`src/rtl/spi_nor_shifter.sv`:
```
// Byte-level SPI mode-0 master: serialises bytes on s_mosi, captures s_miso, owns CS framing.
// Optional macro SPI_LSB_FIRST_EN selects LSB-first bit order for both directions.
`timescale 1ns/1ps
module spi_nor_shifter #(
  parameter int CLK_DIV = 2,
  parameter int CS_GAP  = 3
) (
  input  logic       p_clk,
  input  logic       p_reset,
  input  logic       tx_valid,
  output logic       tx_ready,
  input  logic [7:0] tx_data,
  input  logic       tx_last,
  output logic       rx_valid,
  output logic [7:0] rx_data,
  output logic       busy,
  output logic       s_clk,
  output logic       s_css,
  output logic       s_mosi,
  input  logic       s_miso
);

  localparam logic [2:0] ST_IDLE  = 3'd0;
  localparam logic [2:0] ST_SHIFT = 3'd1;
  localparam logic [2:0] ST_WAIT  = 3'd2;
  localparam logic [2:0] ST_TRAIL = 3'd3;
  localparam logic [2:0] ST_GAP   = 3'd4;

  localparam logic [7:0] DIV_LAST = 8'(CLK_DIV - 1);
  localparam logic [7:0] GAP_LAST = 8'(CS_GAP - 1);

  logic [2:0] state;
  logic [7:0] cnt;
  logic [3:0] half_cnt;
  logic       last_q;
  logic [7:0] tx_sh;
  logic [7:0] rx_sh;

  logic accept;
  logic half_done;
  logic rise;
  logic fall;
  logic byte_done;

  function automatic logic first_bit(input logic [7:0] b);
`ifdef SPI_LSB_FIRST_EN
    return b[0];
`else
    return b[7];
`endif
  endfunction

  function automatic logic [7:0] tx_advance(input logic [7:0] b);
`ifdef SPI_LSB_FIRST_EN
    return {1'b0, b[7:1]};
`else
    return {b[6:0], 1'b0};
`endif
  endfunction

  function automatic logic [7:0] rx_insert(input logic [7:0] b, input logic bit_in);
`ifdef SPI_LSB_FIRST_EN
    return {bit_in, b[7:1]};
`else
    return {b[6:0], bit_in};
`endif
  endfunction

  assign tx_ready  = ((state == ST_IDLE) || (state == ST_WAIT)) && !p_reset;
  assign busy      = (state != ST_IDLE);
  assign accept    = tx_valid && tx_ready;
  // The divider only runs in SHIFT and restarts at every accept, so s_clk phase is fresh per byte.
  assign half_done = (state == ST_SHIFT) && (cnt == DIV_LAST);
  assign rise      = half_done && !s_clk;
  assign fall      = half_done && s_clk;
  assign byte_done = fall && (half_cnt == 4'd15);

  always_ff @(posedge p_clk or posedge p_reset) begin
    if (p_reset) begin
      state    <= ST_IDLE;
      cnt      <= 8'd0;
      half_cnt <= 4'd0;
      last_q   <= 1'b0;
      s_clk    <= 1'b0;
      s_css    <= 1'b1;
      s_mosi   <= 1'b0;
      rx_valid <= 1'b0;
      rx_data  <= 8'h00;
    end else begin
      rx_valid <= 1'b0;
      case (state)
        ST_IDLE, ST_WAIT: begin
          if (accept) begin
            state    <= ST_SHIFT;
            cnt      <= 8'd0;
            half_cnt <= 4'd0;
            last_q   <= tx_last;
            s_css    <= 1'b0;
            s_mosi   <= first_bit(tx_data);
          end
        end
        ST_SHIFT: begin
          if (half_done) begin
            cnt      <= 8'd0;
            s_clk    <= ~s_clk;
            half_cnt <= half_cnt + 4'd1;
            if (byte_done) begin
              rx_valid <= 1'b1;
              rx_data  <= rx_sh;
              state    <= last_q ? ST_TRAIL : ST_WAIT;
            end else if (fall) begin
              s_mosi <= first_bit(tx_advance(tx_sh));
            end
          end else begin
            cnt <= cnt + 8'd1;
          end
        end
        ST_TRAIL: begin
          if (cnt == DIV_LAST) begin
            cnt    <= 8'd0;
            s_css  <= 1'b1;
            s_mosi <= 1'b0;
            state  <= ST_GAP;
          end else begin
            cnt <= cnt + 8'd1;
          end
        end
        ST_GAP: begin
          if (cnt == GAP_LAST) begin
            cnt   <= 8'd0;
            state <= ST_IDLE;
          end else begin
            cnt <= cnt + 8'd1;
          end
        end
        default: state <= ST_IDLE;
      endcase
    end
  end

  // Shift registers carry data only; their contents are don't-care until the next accept.
  always_ff @(posedge p_clk) begin
    if (accept) begin
      tx_sh <= tx_data;
    end else if (fall) begin
      tx_sh <= tx_advance(tx_sh);
    end
    if (rise) begin
      rx_sh <= rx_insert(rx_sh, s_miso);
    end
  end

endmodule

```
`config.mk`:
```
export PLATFORM = sky130hd
export DESIGN_NAME = spi_nor_shifter
export DESIGN_NICKNAME = d
export VERILOG_FILES = /design/src/rtl/spi_nor_shifter.sv
export SDC_FILE = /design/constraint.sdc
export NUM_CORES = 1
export LEC_CHECK = 0
export BUFFER_PORTS_ARGS = -buffer_cell sky130_fd_sc_hd__buf_2
export CAP_MARGIN = 20
export CORE_MARGIN = 1.5
export CORE_UTILIZATION = 40
export CTS_CLUSTER_DIAMETER = 50
export DETAILED_ROUTE_END_ITERATION = 12
export PLACE_DENSITY = 0.7
export SLEW_MARGIN = 20
export SYNTH_ARGS = -nofsm -noshare
export SYNTH_HDL_FRONTEND = slang
export SYNTH_SLANG_ARGS = --single-unit
```
`constraint.sdc`:
```
create_clock -name p_clk -period 1.91 [get_ports p_clk]
set_input_delay 0.2865 -clock p_clk [delete_from_list [all_inputs] [get_ports p_clk]]
set_output_delay 0.2865 -clock p_clk [all_outputs]
set_load 0.05 [all_outputs]
```
Word-level counts from Yosys, hierarchy flattened
Cells that the tools add are included.
{ "word_totals": {"reg_bits": 43, "inputBits": 13, "out_inout_bits": 14, "wordCells": 82} }
{ "classes": {"addsub": 2, "eq_ne": 14, "mux": 29, "n_bitwise": 1, "reduce_logical": 25} }
{ "op_table": {"columns": ["op", "n"], "rows": [
  ["$mux W8", 4],
  ["$pmux W8 S4", 1],
  ["$mux W3", 5],
  ["$mux W7", 2],
  ["$ne A2 B2 Y1 const B", 7],
  ["$pmux W3 S4", 1],
  ["$mux W1", 11],
  ["$reduce_and A3 Y1", 3],
  ["$add A8 B1 Y8 const B", 1],
  ["$eq A8 B1 Y1 const B", 1],
  ["$eq A8 B2 Y1 const B", 1],
  ["$mux W4", 2],
  ["$pmux W4 S2", 1],
  ["$eq A3 B2 Y1 const B", 2],
  ["$logic_and A1 B1 Y1", 6],
  ["$reduce_and A2 Y1", 3],
  ["$reduce_and A6 Y1", 1],
  ["$reduce_bool A2 Y1", 3],
  ["$reduce_bool A3 Y1", 2],
  ["$reduce_and A5 Y1", 1],
  ["$add A4 B1 Y4 const B", 1],
  ["$eq A4 B4 Y1 const B", 1],
  ["$reduce_bool A4 Y1", 1],
  ["$eq A3 B1 Y1 const B", 1],
  ["other kinds (8)", 9]
]} }

Logic depth before layout (Yosys ltp)
Gate-level depths: netlist (run 1).
{ "depth": {"word_depth": 7, "depth_mapped": 7, "ltp_nobuf": 6} }

Worst setup path before layout (run 1)
No wires, ideal clock.
{ "synth_path": {"kind": "register to register", "startpoint": "register cnt[1]", "endpoint": "register tx_sh[0], enable pin", "arrival_time_ns": 1.707, "required_ns": 1.529, "path_slack_ns": -0.178, "path_stages_with_launch": 7, "period_less_slack_ns": 2.088, "path_cell_list": "dfrtp_1 > inv_1 > ha_1 > nor4b_4 > nand3_2 > buf_6 > o21ai_0"} }
{ "synth_via": {"elab_chain_cells": 4} }
{ "synth_rtl": {"columns": ["item", "line", "source"], "rows": [
  ["start, declared", "33", "logic [7:0] cnt;"],
  ["start signal, assigned", "115", "cnt <= cnt + 8'd1;"],
  ["start signal, assigned", "125", "cnt <= cnt + 8'd1;"],
  ["start signal, assigned", "133", "cnt <= cnt + 8'd1;"],
  ["$eq A8 B1 Y1", "73", "assign half_done = (state == ST_SHIFT) && (cnt == DIV_LAST);"],
  ["$logic_and A1 B1 Y1", "73", null],
  ["$logic_and A1 B1 Y1", "75", "assign fall = half_done && s_clk;"],
  ["$reduce_bool A2 Y1 (no source line)", null, null],
  ["end signal, assigned", "144", "tx_sh <= tx_data;"],
  ["end signal, assigned", "146", "tx_sh <= tx_advance(tx_sh);"],
  ["end, declared", "36", "logic [7:0] tx_sh;"]
]} }
No other way between the ends.
A chain may end at the register's enable or synchronous reset.

Final worst setup path (run 1)
{ "layout_path": {"startpoint": "register cnt[1]", "endpoint": "register s_mosi"} }
{ "layout_via": {"elab_chain_cells": 6} }
{ "layout_rtl": {"columns": ["item", "line", "source"], "rows": [
  ["$eq A8 B1 Y1 *", "73, 119", null],
  ["$logic_and A1 B1 Y1", "73", null],
  ["$logic_and A1 B1 Y1", "75", null],
  ["$logic_and A1 B1 Y1", "76", "assign byte_done = fall && (half_cnt == 4'd15);"],
  ["$ne A2 B2 Y1 (no source line)", null, null],
  ["$reduce_and A6 Y1 (no source line) *", null, null],
  ["end signal, assigned", "99", "s_mosi <= first_bit(tx_data);"],
  ["end signal, assigned", "112", "s_mosi <= first_bit(tx_advance(tx_sh));"],
  ["end, declared", "19", "output logic s_mosi,"]
]} }
Every way passes the cells marked *; elsewhere a longest branch is shown, timed or not.

==> results of run 1 <==
==> registers in the layout, indices dropped and copies added, names as in the netlist <==
register and count:
s_clk 1, s_mosi 1, last_q 1, state 3, s_css 1, tx_sh 7
half_cnt 4, cnt 8, rx_sh 8, rx_valid 1, rx_data 8
==> worst register-to-register path: cells and delay by family, from the launching register on <==
| kind | cells | cell delay [ns] |
|---|---|---|
| AND/OR/NAND/NOR | 2 | 0.43 |
| adder cells (fa/ha/maj) | 1 | 0.12 |
| AO/OA/AOI/OAI | 1 | 0.35 |
| flip-flops | 1 | 0.39 |
| buffers and inverters | 1 | 0.08 |
| multiplexers | 1 | 0.33 |
==> logic make-up after synthesis <==
kind of cell / share of synthesized area
muxes: 0.06466
adders and majority gates: 0.02463
DFF: 0.5671
xor gates and xnor gates: 0.008622
buffers and inverters: 0.03448
AOI/OAI and AO/OA: 0.09421
and+or+nand+nor: 0.2063
==> per-layer routing <==
layer | track usage | part of all wire | vias to the layer above
li1 | - | - | 742
met4 | 0.05253 | 0.015 | 0
met2 | 0.2728 | 0.49 | 23
met5 | 0 | 0 | -
met1 | 0.2153 | 0.47 | 718
met3 | 0.03659 | 0.025 | 7
==> how the worst min path moves through the flow <==
stage | depth (start not counted) | startpoint | slack, ns | to
finish | 3 | p_reset | 0.07 | cnt[6]
global route | 3 | p_reset | 0.09 | cnt[6]
CTS | 3 | p_reset | 0.07 | rx_data[0]
detailed placement | 3 | p_reset | 0.40 | cnt[5]
global placement | 3 | p_reset | 0.40 | s_mosi
floorplan | 1 | p_reset | 0.35 | cnt[0]
==> cell type report <==
class / count / area, sq um
fillers: 454 / 2286
flip-flops and latches: 43 / 1154
multi-input cells: 124 / 848.3
repair buffers: 52 / 326.6
well taps: 67 / 83.83
clock buffers: 5 / 68.82
inverters: 7 / 26.28
clock inverters: 3 / 23.77
==> cell usage in the layout (no fill, tap or decap), types with 4 or more instances in the layout <==
cell type / netlist / routed
edfxtp_1: 15 / 15
buf_4: 0 / 24
buf_2: 2 / 27
inv_1: 7 / 6
mux2_4: 8 / 9
nand3_1: 9 / 8
nand2_1: 38 / 38
nor2b_1: 4 / 4
clkbuf_8: 0 / 5
nor2_1: 6 / 6
dfrtp_1: 27 / 26
o21ai_0: 9 / 8
==> power by group through the flow <==
stage | logic, mW | registers, mW | clock network, mW
after CTS | 1.60 | 1.45 | 0.615
after global placement | 1.52 | 1.46 | 0
after global routing | 1.88 | 1.50 | 0.652
final | 1.70 | 1.46 | 0.596
after detailed placement | 1.57 | 1.47 | 0
after floorplan | 0.865 | 1.61 | 0
==> through the flow <==
step	utilization	TNS (ns)
3_3_place_gp	0.4925	-0.08744
5_1_grt	0.5255	-0.03187
2_1_floorplan	-	0
6_report	0.5255	0
3_5_place_dp	0.4925	-0.5405
4_1_cts	0.5151	0
==> repair_timing <==
action / in CTS / in global routing
cloned: 0 / 1
resized for setup: 3 / 8
setup endpoints to repair: 9 / 28
pin swaps: 0 / 4
buffers inserted: 1 / 2
==> summary.txt, run 1 <==
Clocking
  • Clock root cell: clkbuf_8
  • Hold_buf cts: 0
  • Clock Latency Late Sink: 0.30 ns
  • Clk sinks: between 40 and 50
  • CTS max path bufs: 2
  • Clock-pin slew on the worst setup and hold paths: roughly 0.090 ns
  • CTS tree: done
  • Total CTS buffers: 5
  • CTS H-tree depth: 2

Outcome
  • Outcome: completed

Timing
  • Clk_skew: around 0.0066 ns
  • Final hold violation count: 0
  • PnR worst setup slack: between 0.09 and 0.1 ns
  • Fin crit period: 1.817 ns
  • Slew Viols, Final: 0
  • Setup-failing EPs final: 0
  • RSZ-0062 raised after global routing: true
  • Crit share post-route: 0.9512
  • Hold_ws: around 0.068 ns
  • Fmax: around 550 MHz
  • Rel. slew slack: 0.7585
  • Worst slew pin tran: about 0.36 ns

Place
  • Global placement routability congestion: 0.7859
  • Dpl ws: -0.07022 ns
  • HPWL Detailed: between 2 and 3 mm
  • Cell count after placement: 289
  • PortBufs: 26
  • DP Area: approximately 2400 sq um

Worst setup path
  • Data arrival time of the worst path: 2.00 ns
  • Delay-heaviest family, CP: simple AND/OR/NAND/NOR gates
  • R2R depth: 6
  • R2R Setup Slk: 0.09 ns
  • Worst path max stage delay: 0.39 ns
  • CP Cell Sequence: inv_2, ha_4, nor4b_4, nand4_1, a221oi_2, mux2_4
  • CP bufs+invs: 1
  • CP Depth: 6
  • Worst Setup SP: cnt[1]
  • Crit path launch type: flip-flop
  • Kind of critical path: flip-flop to flip-flop
  • Critical path capture point: s_mosi
  • R2r endpoint: s_mosi
  • Setup crit end kind: flip-flop
  • Worst Path Required: 2.09 ns
  • CP max FO: 4
  • R2r startpoint: cnt[1]
  • Slowest stage cell, crit path: dfrtp_1

Detailed routing
  • Total Wirelength: 4.091 mm
  • Drt pass-1 iters: 4
  • Post-route ant nets: 0
  • # DRC: 0
  • Initial drt markers: 124
  • Via density: 4.950
  • DR vias: 1490
  • Wire length per cell: 13.59 um

Layout
  • Design Area, Final: approximately 2500 sq um
  • Synth-to-Final Area Change: 24.57%
  • ANT cells: 0
  • Layout cells sized above 1: 0.3675
  • Post-Layout Cell Count: 301
  • Final Net Count: 250

Power
  • Power Density: 1483 nW/um^2
  • Logic pwr share: 0.452
  • Reg power frac: 0.390
  • Leak: 1.169 nW
  • NetSw: 1.488 mW
  • Sw Ratio: 0.3964
  • Power share of the clock group: 0.159
  • P_int: 2.266 mW
  • Max IR drop VDD: 607.9 uV
  • Overall power: approximately 3.8 mW

Floorplanning
  • Row Count: 25
  • Die H: 74.28 um
  • Die Width: 74.28 um
  • Initial core utilization: 0.4218
  • Core Region: ~4800 sq um
  • Io pins: 27
  • Die ar.: 5517 sq um

GRT
  • GRT Util Overall: 0.1645
  • Initial antenna violation count: 0
  • Vias in the first global route: 1496
  • Largest net degree at the start of global routing: 29
  • Total gr overflow: 0
  • First-pass GRT wire length: 6.920 mm

Synth
  • Area share of the leading cell type in the synthesized netlist: 0.3325
  • Post-synth EDFFs: 15
  • Synthesized area per cell: 11.23 sq um
  • Netlist cell types: 44
  • Synth Cell Area: 2032 sq um
  • Synthesis-stage register bit count: 43
  • Top-count cell post-synth: nand2_1
  • Post-synthesis sequential area ratio: 0.5671
  • Synth Warn #: 0
  • Post-Synthesis Net Count: 198
  • Area leader, netlist: dfrtp_1
  • Synth top area cells: dfrtp_1 (33%), edfxtp_1 (22%), nand2_1 (7.0%)
  • List of most frequent post-synthesis cells: nand2_1 (38), dfrtp_1 (27), edfxtp_1 (15)
  • Synth Flop Type: dfrtp_1
  • Gate Count Post-Synth: 181
  • Post-synth ARST share: 0.6512

Hold path
  • HP Class: input port to asynchronous set/reset pin

Job
  • # Max-Cap Violations: 0
Power figures use the tool's default switching activity.
==> run 2, diff against run 1 <==
PLACE_DENSITY = 0.58   (was 0.7)
==> summary.txt, run 2 (synthesized netlist as in run 1, its figures left out) <==
Floorplanning
  • Die H: 74.28 um
  • Die ar.: around 5500 sq um
  • Die Width: 74.28 um
  • Io pins: 27
  • Initial core utilization: 0.4218
  • Core Region: 4817 sq um
  • Row Count: 25

Timing
  • Worst slew pin tran: 0.3719 ns
  • Setup-failing EPs final: 0
  • Fin crit period: 1.872 ns
  • PnR worst setup slack: 0.03786 ns
  • Clk_skew: 0.008540 ns
  • Rel. slew slack: 0.7521
  • Crit share post-route: 0.9802
  • Final hold violation count: 0
  • Slew Viols, Final: 0
  • Fmax: 534.1 MHz
  • RSZ-0062 raised after global routing: true

Clocking
  • CTS max path bufs: 2
  • CTS H-tree depth: 2
  • Clk sinks: 43
  • Clock Latency Late Sink: 0.30 ns
  • Clock-pin slew on the worst setup and hold paths: 0.09 ns
  • Clock root cell: clkbuf_8
  • Total CTS buffers: 5
  • CTS tree: done
  • Hold_buf cts: 0

Worst setup path
  • Worst path max stage delay: roughly 0.40 ns
  • Slowest stage cell, crit path: dfrtp_1
  • Worst Setup SP: cnt[1]
  • Data arrival time of the worst path: 2.05 ns
  • CP bufs+invs: 1
  • CP max FO: 5
  • Kind of critical path: flip-flop to flip-flop
  • Crit path launch type: flip-flop
  • R2r startpoint: cnt[1]
  • CP Cell Sequence: inv_2, ha_4, nor4b_4, nand4_1, a221oi_2, mux2_4
  • Delay-heaviest family, CP: simple AND/OR/NAND/NOR gates
  • Worst Path Required: about 2.1 ns
  • Setup crit end kind: flip-flop

Layout
  • Final Core Density: 0.5190
  • Largest regs: cnt x8, rx_data x8, rx_sh x8
  • Most frequent cells in the layout: nand2_1 (38), dfrtp_1 (27), buf_2 (26)
  • Fill cells: about 460
  • Layout cells sized above 1: 0.3478
  • Most common cell after layout, fill and taps aside: nand2_1
  • ANT cells: 0
  • Multi-input gate area: 845.8 sq um
  • Synth-to-Final Area Change: 23.03%
  • Storage cell area: 1152 sq um
  • Final Net Count: 246

Outcome
  • Outcome: completed

Detailed routing
  • Initial drt markers: 74
  • Via density: around 5.1
  • Drt pass-1 iters: 4
  • # DRC: 0
  • Post-route ant nets: 0
  • Total Wirelength: 4.033 mm
  • DR vias: 1506
  • Wire length per cell: 13.58 um

Power
  • Power Density: 1462 nW/um^2
  • Max IR drop VDD: ~630 uV
  • Leak: 1.160 nW

GRT
  • GRT Util Overall: 0.1627
  • Initial antenna violation count: 0
  • Largest net degree at the start of global routing: 29
  • First-pass GRT wire length: between 6 and 7 mm
  • Vias in the first global route: 1498
  • Total gr overflow: 0

Job
  • # Max-Cap Violations: 0

Place
  • HPWL Detailed: 2.917 mm
  • Global placement routability congestion: 0.8229
  • Dpl ws: -0.09313 ns
  • PortBufs: 26

Hold path
  • HP Class: input port to asynchronous set/reset pin
run 2: changes by cell type in the layout (fill, tap and decap cells not counted), sizes merged:
cell and change:
buf -4, clkinv +2, clkinvlp -2
run 2: timing repair:
item	CTS	global route
endpoints found under the setup margin	9	27
buffers inserted	0	1
pin swaps	0	2
hold endpoints to repair	0	0
resized for setup	3	6
run 2: power breakdown:
part	internal, mW	leakage (nW)	switching [mW]
logic	0.691	0.617	0.912
clock network	0.263	0.0486	0.335
registers	1.26	0.494	0.194
total	2.21	1.16	1.44
run 2: layout make-up:
class                   count  share of cell area
flip-flops and latches     43              0.4610
inverters                   7             0.01051
clock inverters             3            0.009510
multi-input cells         124              0.3383
clock buffers               5             0.02753
well taps                  67             0.03353
repair buffers             48              0.1196
run 2: final timing paths:
| check | endpoint | slack (ns) | depth (start not counted) |
|---|---|---|---|
| max in group asynchronous | s_css | 1.53 | 3 |
| worst max register to register | s_mosi | 0.04 | 6 |
| worst min register to register | rx_sh[3] | 0.46 | 0 |
| worst max-delay path | s_mosi | 0.04 | 6 |
| worst min-delay path | state[2] | 0.08 | 3 |
| min in group p_clk | rx_sh[0] | 0.16 | 1 |
run 2: per-layer routing:
layer / track usage / vias up / part of all wire
met1: 0.1995 / 738 / 0.44
met2: 0.2808 / 27 / 0.51
met3: 0.04065 / 7 / 0.038
li1: - / 734 / -
met5: 0 / - / 0
met4: 0.05455 / 0 / 0.013
run 2: tightest hold or removal path: stages:
cell and delay [ns]:
buf_2 0.11, inv_1 0.05, buf_4 0.33
run 2: stage by stage:
| step | std cells | TNS [ns] | total power, mW | hold WS (ns) | cell area (sq um) |
|---|---|---|---|---|---|
| floorplan | 181 | 0 | 2.477 | 0.3512 | 2037 |
| global placement | 288 | -0.2057 | 2.953 | 0.3944 | 2365 |
| detailed placement | 288 | -0.7130 | 3.013 | 0.4178 | 2365 |
| CTS | 296 | 0 | 3.631 | 0.08948 | 2466 |
| global route | 297 | -0.08036 | 3.909 | 0.1262 | 2500 |
| finish | 297 | 0 | 3.654 | 0.08064 | 2500 |
